File: src/rtl/cpu_pkg.sv
// Shared CPU front-end types and defaults: instruction/PC widths, fetch buffer entry, fetch FSM states.
package cpu_pkg;

    localparam int XLEN_INST = 32;
    localparam int PC_W      = 32;

    localparam logic [PC_W-1:0] PC_STEP_DEF  = 32'd4;
    localparam logic [PC_W-1:0] PC_RESET_DEF = 32'h0000_0000;

    typedef struct packed {
        logic [PC_W-1:0]      pc;
        logic [XLEN_INST-1:0] instr;
    } fetch_entry_t;

    typedef enum logic {
        RUN  = 1'b0,
        HOLD = 1'b1
    } fetch_state_t;

endpackage

File: src/rtl/fetch_fifo.sv
// DEPTH-entry synchronous FIFO of {pc, instr} pairs; flush empties it in one cycle.
module fetch_fifo
    import cpu_pkg::*;
#(
    parameter int DEPTH = 2,
    localparam int AW   = $clog2(DEPTH)
) (
    input  logic         clk,
    input  logic         rst_n,
    input  logic         push,
    input  logic         pop,
    input  logic         flush,
    input  fetch_entry_t wr_data,
    output fetch_entry_t rd_data,
    output logic [AW:0]  count,
    output logic         full,
    output logic         empty
);

    fetch_entry_t mem_q [DEPTH];
    fetch_entry_t mem_d [DEPTH];
    logic [AW-1:0] wr_ptr_q, wr_ptr_d;
    logic [AW-1:0] rd_ptr_q, rd_ptr_d;
    logic [AW:0]   count_q, count_d;
    logic          do_push, do_pop;

    assign empty = (count_q == '0);
    assign full  = (count_q == (AW+1)'(DEPTH));
    assign count = count_q;

    // A push into a full buffer is only legal when the head leaves in the same cycle.
    assign do_push = push & (~full | pop);
    assign do_pop  = pop & ~empty;

    always_comb begin
        mem_d    = mem_q;
        wr_ptr_d = wr_ptr_q;
        rd_ptr_d = rd_ptr_q;
        count_d  = count_q;
        if (flush) begin
            wr_ptr_d = '0;
            rd_ptr_d = '0;
            count_d  = '0;
        end else begin
            if (do_push) begin
                mem_d[wr_ptr_q] = wr_data;
                wr_ptr_d        = wr_ptr_q + 1'b1;
            end
            if (do_pop) begin
                rd_ptr_d = rd_ptr_q + 1'b1;
            end
            case ({do_push, do_pop})
                2'b10:   count_d = count_q + 1'b1;
                2'b01:   count_d = count_q - 1'b1;
                default: count_d = count_q;
            endcase
        end
    end

    always_ff @(posedge clk) begin
        if (!rst_n) begin
            wr_ptr_q <= '0;
            rd_ptr_q <= '0;
            count_q  <= '0;
        end else begin
            wr_ptr_q <= wr_ptr_d;
            rd_ptr_q <= rd_ptr_d;
            count_q  <= count_d;
        end
    end

    // Storage needs no reset: nothing is visible until a push has written it.
    always_ff @(posedge clk) begin
        mem_q <= mem_d;
    end

    assign rd_data = empty ? '0 : mem_q[rd_ptr_q];

endmodule

File: src/rtl/instruction_fetch.sv
// Fetch stage: owns the PC, captures the memory word for that PC and hands {pc, instr} to decode.
module instruction_fetch
    import cpu_pkg::*;
#(
    parameter logic [PC_W-1:0] PC_RESET = PC_RESET_DEF,
    parameter int              DEPTH    = 2,
    parameter logic [PC_W-1:0] PC_STEP  = PC_STEP_DEF
) (
    input  logic                 clk,
    input  logic                 rst_n,
    output logic [PC_W-1:0]      PC,
    input  logic [XLEN_INST-1:0] instruction,
    input  logic                 redirect_valid,
    input  logic [PC_W-1:0]      redirect_pc,
    input  logic                 fetch_en,
    output logic                 out_valid,
    input  logic                 out_ready,
    output logic [PC_W-1:0]      out_pc,
    output logic [XLEN_INST-1:0] out_instr,
    output logic [31:0]          fetched_count
);

    localparam int AW = $clog2(DEPTH);

    fetch_state_t    state_q, state_d;
    logic [PC_W-1:0] pc_q, pc_d;
    logic [31:0]     fetched_count_q, fetched_count_d;

    logic         pop, push, fifo_pop;
    logic         fifo_full, fifo_empty;
    logic [AW:0]  fifo_count;
    fetch_entry_t wr_entry, rd_entry;

    assign pop      = out_valid & out_ready;
    assign push     = fetch_en & ~redirect_valid & (~fifo_full | pop);
    // The redirect flush wins; decode kills the head it sees in that cycle itself.
    assign fifo_pop = pop & ~redirect_valid;

    assign wr_entry.pc    = pc_q;
    assign wr_entry.instr = instruction;

    fetch_fifo #(.DEPTH(DEPTH)) u_fifo (
        .clk     (clk),
        .rst_n   (rst_n),
        .push    (push),
        .pop     (fifo_pop),
        .flush   (redirect_valid),
        .wr_data (wr_entry),
        .rd_data (rd_entry),
        .count   (fifo_count),
        .full    (fifo_full),
        .empty   (fifo_empty)
    );

    always_comb begin
        state_d = state_q;
        case (state_q)
            RUN:     if (!fetch_en) state_d = HOLD;
            HOLD:    if (fetch_en)  state_d = RUN;
            default: state_d = RUN;
        endcase
    end

    always_comb begin
        pc_d            = pc_q;
        fetched_count_d = fetched_count_q;
        if (redirect_valid) begin
            pc_d = {redirect_pc[PC_W-1:2], 2'b00};
        end else if (push) begin
            pc_d            = pc_q + PC_STEP;
            fetched_count_d = fetched_count_q + 32'd1;
        end
    end

    always_ff @(posedge clk) begin
        if (!rst_n) begin
            state_q         <= RUN;
            pc_q            <= PC_RESET;
            fetched_count_q <= '0;
        end else begin
            state_q         <= state_d;
            pc_q            <= pc_d;
            fetched_count_q <= fetched_count_d;
        end
    end

    assign PC            = pc_q;
    assign out_valid     = ~fifo_empty;
    assign out_pc        = rd_entry.pc;
    assign out_instr     = rd_entry.instr;
    assign fetched_count = fetched_count_q;

endmodule
File: config.mk
export PLATFORM = sky130hd
export DESIGN_NAME = instruction_fetch
export DESIGN_NICKNAME = d
export VERILOG_FILES = /design/src/rtl/cpu_pkg.sv /design/src/rtl/fetch_fifo.sv /design/src/rtl/instruction_fetch.sv
export SDC_FILE = /design/constraint.sdc
export NUM_CORES = 1
export LEC_CHECK = 0
export BUFFER_PORTS_ARGS = -buffer_cell sky130_fd_sc_hd__buf_4
export CORE_MARGIN = 5
export CORE_UTILIZATION = 30
export DETAILED_ROUTE_END_ITERATION = 10
export PLACE_DENSITY_LB_ADDON = 0.3
export SLEW_MARGIN = 40
export SYNTH_ARGS = -nofsm -noshare
export SYNTH_HDL_FRONTEND = slang
export SYNTH_HIERARCHICAL = 1
export SYNTH_SLANG_ARGS = --single-unit
File: constraint.sdc
create_clock -name clk -period 7 [get_ports clk]
set_input_delay 0 -clock clk [delete_from_list [all_inputs] [get_ports clk]]
set_output_delay 0 -clock clk [all_outputs]
set_load 0.01 [all_outputs]
==> impl_results.md, run 1 <==
* Clock share of power at 40.1%
* Post-Route Utilization at 42.5%
* Post-synthesis instance total at 669
* Yosys warns at 6
* Final Wtd Congestion at 0.787
* Largest net degree at the start of global routing at 67
* Synth area leader: edfxtp_1
* Switch share at 24.9%
* DR WL/cell at 16.6 um
* Number of buffers created by CTS at 17
* Setup TNS Final at 0 ps
* Slew @ Worst Pin at 781 ps
* Commonest cells in the synthesized netlist: edfxtp_1 (128), nor2_1 (103), mux2i_1 (68)
* Area delta synth->final at 40.2%
* Period utilisation layout at 44.4%
* Worst skew pair latency at 440 ps
* Slowest CP cell: nor3_2
* Critical path peak fanout at 57
* Core region area at 26800 um^2
* Distinct cells, synth at 46
* Register area at 5170 um^2
* Count leader, synth: edfxtp_1
* # IOs at 198
* CP endpoint kind: register
* Synth top area cells: edfxtp_1 (47%), dfxtp_1 (16%), mux2i_1 (8.4%), nor2_1 (4.8%), xor2_1 (4.7%)
* Synth Cell Area at 8130 um^2
* Setup Fix Bufs, Post-CTS at 0
* Max Slew Vio Count at 0
* Async S/R FF share, synth at 0%
* Status: finished clean
* CTS Sinks at 194
* TritonCTS clock tree: done
* Via/cell ratio at 4.63
* Chip Height at 175 um
* Post-route clock skew at 15.3 ps
* Starting Density at 30.3%
* Crit path time final at 3110 ps
* Layout cell share with drive strength beyond 1 at 25.6%
* Via count of the routed design at 6009
* CP max stage delay at 580 ps
* GRT Total Usage at 13.8%
* Cell count of the worst hold path at 2
* Iteration-0 DRC Markers at 278
* CP Class: reg -> reg
* Logic pwr share at 7.8%
* CTS root buffer: clkbuf_16
* Clk pin slew, worst setup/hold paths at 80 ps
* Total global routing overflow at 0
* Vias in the first global route at 6061
* Number of filler cells placed in the layout at 2596
* Row Count at 60
* Crit path DAT at 3170 ps
* Synth top area share at 47.3%
* PD cells at 215 nW/um^2
* Seq/Total Area, Yosys at 63.5%
* Delay-heaviest family, CP: simple AND/OR/NAND/NOR gates
* Cell Chain, Critical Path: nor2_4 > nand2b_1 > a21oi_1 > o21ai_2 > nor3_2 > buf_6
* Drt pass-1 iters at 4
* Fin nets at 1015
* Die area at 30500 um^2
* Die width at 175 um
* Slew margin rel. at 47.9%
* Mean Syn Cell Area at 12.2 um^2
* PortBufs at 193
* WP depth at 6
* Cell area after layout at 11400 um^2
* Final hold viol count at 0
* Maximum VDD drop at 153 uV
* CTS HTree Levels at 4
* Hold Path Class: in -> reg
* Sequential power share at 52.1%
* Startpoint Class: register
* Leak at 4.22 nW
* FF-to-FF path depth at 6
* Internal power at 1.84 mW
* Placed Area at 9920 um^2
* DRC Markers at 0
* Peak Freq at 322 MHz
* P_sw at 609 uW
* CP Buf/Inv Count at 1
* Final wirelength at 21500 um
* CTS-repair resized insts at 0
* Multi-input gate area at 2760 um^2
* Seq cells post-synth at 194
* Max-cap violations at 0
* DP HPWL at 13800 um
* CTS max path bufs at 2
* RSZ-0062 raised after global routing: false
* DRT antenna net count at 0
* Req. time, crit path at 7060 ps
* Top_reg_cell synth: edfxtp_1
* EDFF count, synth at 128
* Setup violators final at 0
* Initial antenna violation count at 2
* Hold_buf cts at 87
* First-pass GRT wire length at 33700 um
==> kinds of logic after synthesis <==
kind of cell,count (synthesis),synth area share (%)
AND/OR/NAND/NOR,214,12.7
flip-flops,194,63.5
AO/OA/AOI/OAI,80,5.66
multiplexers,69,8.51
XOR/XNOR,55,5.93
buffers and inverters,53,3.17
adder cells (fa/ha/maj),3,0.462
other,1,0.0461
==> metrics by stage <==
step / cells / setup slack (ps) / power (mW) / hold WS, ps
final: 1298 / 3890 / 2.45 / 62.9
after global routing: 1298 / 3650 / 2.55 / 65.7
after CTS: 1297 / 3650 / 2.48 / 45.4
after detailed placement: 1178 / 3660 / 1.45 / 188
after global placement: 1178 / 3750 / 1.45 / 186
after floorplan: 674 / 596 / 1.36 / 98.9
==> state kept, by name, indices dropped and copies added (netlist names) <==
signal,cells
u_fifo/count,2
u_fifo/mem_q,128
u_fifo/rd_ptr_q,1
u_fifo/wr_ptr_q,1
fetched_count,32
PC,30
==> per-layer routing <==
layer  global-route usage, %  up-vias  share of wire, %
met5                       0        -             0.093
met4                    3.40        2               1.2
met3                    4.91       19               6.8
met2                    21.6      160                46
met1                    18.5     2884                46
li1                        -     2944                 -
==> final timing paths <==
path,from,to,slack (ps)
worst max-delay path,u_fifo/count[0],u_fifo/mem_q[39],3890
worst min-delay path,redirect_valid,u_fifo/mem_q[112],60
worst max register to register,u_fifo/count[0],u_fifo/mem_q[39],3890
worst min register to register,fetched_count[31],fetched_count[31],500
==> placed cells by master (no fill, tap or decap), types with 17 or more instances in the layout <==
cell type      count
buf_4            197
edfxtp_1         128
nor2_1           102
dlygate4sd3_1     87
mux2i_1           68
dfxtp_1           65
xor2_1            44
o21ai_0           33
a21oi_1           32
nand4_1           26
nand3_1           25
nand2_1           20
clkbuf_16         17
==> power by group through the flow <==
stage          clock network, mW  registers, mW  logic, mW
2_1_floorplan                  0           1.30     0.0602
6_report                   0.981           1.27      0.191
4_1_cts                     1.01           1.28      0.193
5_1_grt                     1.06           1.28      0.208
3_5_place_dp                   0           1.30      0.151
3_3_place_gp                   0           1.30      0.150
==> layout make-up <==
cell class              count  share of cell area (%)
flip-flops and latches    194                    45.3
diodes                      1                  0.0220
multi-input cells         427                    24.2
inverters                  16                   0.527
repair buffers            287                    20.9
clock inverters            15                    1.53
well taps                 341                    3.74
clock buffers              17                    3.73
==> worst register-to-register path: stages, from the launching register on <==
cell and delay, ps:
dfxtp_1 460, nor2_4 50, nand2b_1 370, a21oi_1 480, o21ai_2 180, nor3_2 590, buf_6 560
No activity file was read; power rests on OpenSTA's default activity.
==> inputs of run 2 (changes only) <==
Clock period 7 ns to 2.92 ns, I/O delays scaled along.
==> run 2 against run 1 <==
  * Total power is 140% higher
  * Clock-buffer cell count is the same
  * Highest routed layer unchanged
  * Worst setup slack got worse by 3300 ps
  * Clock skew rose by 0.88 ps
  * Largest power group unchanged
  * Maximum frequency rose by 32%
  * Non-clock buffer count decreased by 3
  * Clock power grew 140%
  * Via count rose by 0.87%
==> impl_results.md, run 2 (same netlist as run 1, synthesis figures left out) <==
* CTS HTree Levels at 4 (unchanged)
* Setup violators final at 0 (unchanged)
* Startpoint Class: register (unchanged)
* Peak Freq at 425 MHz (was 322 MHz)
* Max Slew Vio Count at 0 (unchanged)
* Fin nets at 1012 (was 1015)
* Chip Height at 175 um (unchanged)
* Hold Path Class: in -> reg (unchanged)
* RR Startpoint: u_fifo/count[0] (unchanged)
* CP Class: reg -> reg (unchanged)
* Setup TNS Final at 0 ps (unchanged)
* Crit. Startpoint: u_fifo/count[0] (unchanged)
* Req. time, crit path at 3240 ps (was 7060 ps)
* Status: finished clean (unchanged)
* Critical path peak fanout at 11 (was 57)
* Non-Filler Instances at 1295 (was 1298)
* Number of buffers created by CTS at 17 (unchanged)
* Power Total at 5.90 mW (was 2.45 mW)
* Starting Density at 30.3% (unchanged)
* DR WL/cell at 16.6 um (about the same)
* Worst r2r dst: PC[3] (was u_fifo/mem_q[39])
* Clk pin slew, worst setup/hold paths at 80 ps (about the same)
* PD cells at 516 nW/um^2 (was 215 nW/um^2)
* Row Count at 60 (unchanged)
* Post-place setup slack at 650 ps (was 3660 ps)
* Min-delay src: redirect_valid (unchanged)
* # IOs at 198 (unchanged)
* Drt pass-1 iters at 4 (unchanged)
* Final hold viol count at 0 (unchanged)
* Biggest register: u_fifo/mem_q (unchanged)
* DRT antenna net count at 0 (unchanged)
* Via/cell ratio at 4.68 (was 4.63)
* DP HPWL at 14000 um (was 13800 um)
* Placed Area at 10000 um^2 (was 9920 um^2)
* Cell area after layout at 11400 um^2 (about the same)
* Slew @ Worst Pin at 807 ps (was 781 ps)
* Post-Route Utilization at 42.7% (was 42.5%)
* TritonCTS clock tree: done (unchanged)
* Period utilisation layout at 80.6% (was 44.4%)
* Crit path DAT at 2670 ps (was 3170 ps)
* Core region area at 26800 um^2 (unchanged)
* DRC Markers at 0 (unchanged)
* Die width at 175 um (unchanged)
* First-pass GRT wire length at 33500 um (was 33700 um)
* CTS-repair resized insts at 0 (unchanged)
* Final wirelength at 21500 um (about the same)
* Largest register FFs at 128 (unchanged)
* Leak at 4.23 nW (was 4.22 nW)
* Commonest non-fill, non-tap cell in the layout: buf_4 (unchanged)
* Worst setup margin at 568 ps (was 3890 ps)
* RSZ-0062 raised after global routing: false (unchanged)
* Largest net degree at the start of global routing at 67 (unchanged)
* Vias in the first global route at 5963 (was 6061)
* Maximum VDD drop at 260 uV (was 153 uV)
* Via count of the routed design at 6061 (was 6009)
* Crit path time final at 2350 ps (was 3110 ps)
* Dpl cells at 1182 (was 1178)
* CTS root buffer: clkbuf_16 (unchanged)
* Post-route clock skew at 16.2 ps (was 15.3 ps)
* CTS Sinks at 194 (unchanged)
* Slew margin rel. at 46.2% (was 47.9%)
* Area delta synth->final at 40.8% (was 40.2%)
* GRT Total Usage at 13.8% (about the same)
* Total global routing overflow at 0 (unchanged)
* Cell count of the worst hold path at 3 (was 2)
* Max-cap violations at 0 (unchanged)
* Iteration-0 DRC Markers at 335 (was 278)
* Initial antenna violation count at 3 (was 2)
* Setup Fix Bufs, Post-CTS at 0 (unchanged)
* Most frequent cells in the layout: buf_4 (201), edfxtp_1 (128), nor2_1 (101), dlygate4sd3_1 (80), mux2i_1 (68) (was buf_4 (197), edfxtp_1 (128), nor2_1 (102), dlygate4sd3_1 (87), mux2i_1 (68))
* R2r setup slk at 570 ps (was 3890 ps)
* Worst Hold End: PC[8] (was u_fifo/mem_q[112])
* Hold_buf cts at 80 (was 87)
* FF-to-FF path depth at 7 (was 6)
* CP endpoint kind: register (unchanged)
* Worst skew pair latency at 430 ps (was 440 ps)
* PortBufs at 193 (unchanged)
* Final Wtd Congestion at 0.774 (was 0.787)
* Layout cell share with drive strength beyond 1 at 26.8% (was 25.6%)
* CTS max path bufs at 2 (unchanged)
* Die area at 30500 um^2 (unchanged)
* Min Hold Slack at 29.0 ps (was 62.9 ps)
[run 2: changes by cell type in the layout (fill, tap and decap cells not counted), sizes merged]
cell,previous run,this run
dlygate4sd3,87,80
clkinv,9,11
inv,22,20
buf,200,204
[run 2: worst max-delay path: stages (launching register included)]
cell and delay (ps):
dfxtp_2 400, nand2b_1 190, inv_1 230, a21boi_0 460, mux2i_1 230, nand2_1 70
o211a_1 120, dlygate4sd3_1 540
[run 2: layout make-up]
type	instances	area, um^2
tap	341	427
clock buffer	17	425
inverter	16	60.1
multi-input combinational	427	2780
antenna	1	2.50
fill	2556	15400
sequential	194	5170
timing repair buffer	284	2370
clock inverter	15	203
[run 2: how the worst max path moves through the flow]
| stage | to | slack, ps |
|---|---|---|
| CTS | PC[3] | 560 |
| global route | PC[3] | 330 |
| detailed placement | fetched_count[23] | 650 |
| global placement | fetched_count[23] | 650 |
| floorplan | u_fifo/mem_q[0] | -240 |
| finish | PC[3] | 570 |
[run 2: layer usage]
layer	track usage [%]	wire, um	share of wire [%]	up-vias
met1	18.4	9750	45	2919
met5	0	34	0.16	-
met4	4.22	376	1.8	4
met3	4.22	1470	6.9	28
li1	-	-	-	2946
met2	21.8	9830	46	164
[run 2: power breakdown]
group | leakage [nW] | internal (mW) | switching [mW]
clock | 0.303 | 1.18 | 1.21
sequential | 1.72 | 2.99 | 0.0636
combinational | 2.20 | 0.247 | 0.212
==> inputs of run 3 (changes only) <==
Clock period 2.92 ns to 2 ns, I/O delays scaled along.
==> run 3 against run 2 <==
  * Non-clock buffer count grew 28
  * Register-to-register slack got worse by 430 ps
  * Utilization grew 0.77 points
  * Routed wire length increased by 1.2%
  * Worst setup slack lost 430 ps
  * Clock skew decreased by 2.8 ps
  * Combinational power rose by 55%
  * Critical path depth fell by 1
  * Clock-buffer cell count is the same
  * Total power is 44% higher
  * Highest routed layer is now met4
  * Global-route usage increased by 0.11 points
  * Sequential cell count did not move
==> impl_results.md, run 3 (same netlist as run 1, synthesis figures left out) <==
* Startpoint Class: register (unchanged)
* Maximum VDD drop at 512 uV (was 260 uV)
* Post-route clock skew at 13.4 ps (was 16.2 ps)
* DR WL/cell at 16.4 um (was 16.6 um)
* # IOs at 198 (unchanged)
* Final Wtd Congestion at 0.808 (was 0.774)
* DRC Markers at 0 (unchanged)
* Peak Freq at 536 MHz (was 425 MHz)
* Final hold viol count at 0 (unchanged)
* Number of filler cells placed in the layout at 2489 (was 2556)
* Total global routing overflow at 0 (unchanged)
* Hold Path Class: in -> reg (unchanged)
* Setup Fix Bufs, Post-CTS at 0 (unchanged)
* Area delta synth->final at 43.3% (was 40.8%)
* Number of buffers created by CTS at 17 (unchanged)
* N_diodes at 0 (was 1)
* Commonest non-fill, non-tap cell in the layout: buf_4 (unchanged)
* CTS Sinks at 194 (unchanged)
* DRT antenna net count at 0 (unchanged)
* Worst skew pair latency at 430 ps (about the same)
* Critical path peak fanout at 20 (was 11)
* Crit path time final at 1870 ps (was 2350 ps)
* Iteration-0 DRC Markers at 315 (was 335)
* RSZ-0062 raised after global routing: false (unchanged)
* Non-Filler Instances at 1322 (was 1295)
* Fin nets at 1040 (was 1012)
* CP max stage delay at 390 ps (was 540 ps)
* TritonCTS clock tree: done (unchanged)
* CTS max path bufs at 2 (unchanged)
* Leak at 4.37 nW (was 4.23 nW)
* Row Count at 60 (unchanged)
* Period utilisation layout at 93.3% (was 80.6%)
* Final wirelength at 21700 um (was 21500 um)
* Setup violators final at 0 (unchanged)
* Initial antenna violation count at 0 (was 3)
* PD cells at 731 nW/um^2 (was 516 nW/um^2)
* Largest register FFs at 128 (unchanged)
* First-pass GRT wire length at 33800 um (was 33500 um)
* Slowest CP cell: dfxtp_2 (was dlygate4sd3_1)
* Most frequent cells in the layout: buf_4 (231), edfxtp_1 (128), nor2_1 (101), dlygate4sd3_1 (77), mux2i_1 (68) (was buf_4 (201), edfxtp_1 (128), nor2_1 (101), dlygate4sd3_1 (80), mux2i_1 (68))
* Delay-heaviest family, CP: simple AND/OR/NAND/NOR gates (was buffers and inverters)
* DP HPWL at 14800 um (was 14000 um)
* Vias in the first global route at 6206 (was 5963)
* Max Slew Vio Count at 0 (unchanged)
* Chip Height at 175 um (unchanged)
* Max-cap violations at 0 (unchanged)
* Clk pin slew, worst setup/hold paths at 80 ps (about the same)
* PortBufs at 193 (unchanged)
* Via count of the routed design at 6084 (was 6061)
* CP endpoint kind: register (unchanged)
* Starting Density at 30.3% (unchanged)
* CTS root buffer: clkbuf_16 (unchanged)
* Die width at 175 um (unchanged)
* Req. time, crit path at 2100 ps (was 3240 ps)
* Dpl cells at 1213 (was 1182)
* Die area at 30500 um^2 (unchanged)
* Layout cell share with drive strength beyond 1 at 29.3% (was 26.8%)
* Via/cell ratio at 4.60 (was 4.68)
* Core region area at 26800 um^2 (unchanged)
* Biggest register: u_fifo/mem_q (unchanged)
* CP Class: reg -> reg (unchanged)
* CP Buf/Inv Count at 1 (was 2)
* Power Total at 8.52 mW (was 5.90 mW)
* GRT Total Usage at 13.9% (was 13.8%)
* Drt pass-1 iters at 4 (unchanged)
* Status: finished clean (unchanged)
* Largest net degree at the start of global routing at 53 (was 67)
* CTS HTree Levels at 4 (unchanged)
* Cell Chain, Critical Path: nor2_4 > nand2b_4 > a21oi_4 > o21ai_4 > nor3_4 > buf_4 (was nand2b_1 > inv_1 > a21boi_0 > mux2i_1 > nand2_1 > o211a_1 > dlygate4sd3_1)
* Crit path DAT at 1970 ps (was 2670 ps)
run 3: worst paths after layout:
check / slack, ps / depth (start not counted) / endpoint / startpoint
worst min-delay path: 110 / 4 / PC[10] / redirect_valid
worst min register to register: 500 / 2 / fetched_count[31] / fetched_count[31]
worst max register to register: 130 / 6 / u_fifo/mem_q[32] / u_fifo/count[1]
worst max-delay path: 130 / 6 / u_fifo/mem_q[32] / u_fifo/count[1]
run 3: cell type report:
| cell class | instances | area, um^2 | area share, % |
|---|---|---|---|
| Clock buffer | 17 | 425 | 3.65 |
| Inverter | 16 | 60.1 | 0.516 |
| Timing Repair Buffer | 312 | 2580 | 22.1 |
| Sequential cell | 194 | 5170 | 44.4 |
| Clock inverter | 15 | 179 | 1.54 |
| Tap cell | 341 | 427 | 3.66 |
| Multi-Input combinational cell | 427 | 2800 | 24.1 |
run 3: timing repair:
action	4_1_cts	5_1_grt
resized for setup	1	7
pin swaps	0	1
hold buffers	77	0
endpoints found under the setup margin	51	29
cloned	0	0
endpoints found under the hold margin	95	0
run 3: tightest hold or removal path, stage by stage:
cell and delay [ps]:
buf_4 170, clkinv_1 70, buf_4 180, a21oi_1 80
run 3: layer usage:
metal	wire length, um	part of all wire [%]	up-vias	track usage, %
li1	-	-	2989	-
met3	1390	6.4	9	4.18
met2	10400	48	157	23.1
met4	151	0.70	0	2.78
met5	0	0	-	0
met1	9770	45	2929	18.3
run 3: where the power goes:
part | leakage, nW | total (mW) | internal (mW) | switching [mW]
logic | 2.35 | 0.710 | 0.378 | 0.332
registers | 1.72 | 4.44 | 4.36 | 0.0776
clock network | 0.292 | 3.37 | 1.69 | 1.68
total | 4.37 | 8.52 | 6.44 | 2.08
run 3: stage by stage:
step	util [%]	area [um^2]	TNS [ps]	hold slack, ps	worst slack [ps]
after floorplan	-	8210	-145040	98.9	-1160
after global placement	38.2	10200	0	185	122
after detailed placement	38.2	10200	0	188	93.3
after CTS	43.4	11600	0	94.5	64.4
after global routing	43.5	11600	0	130	17.7
final	43.5	11600	0	112	134
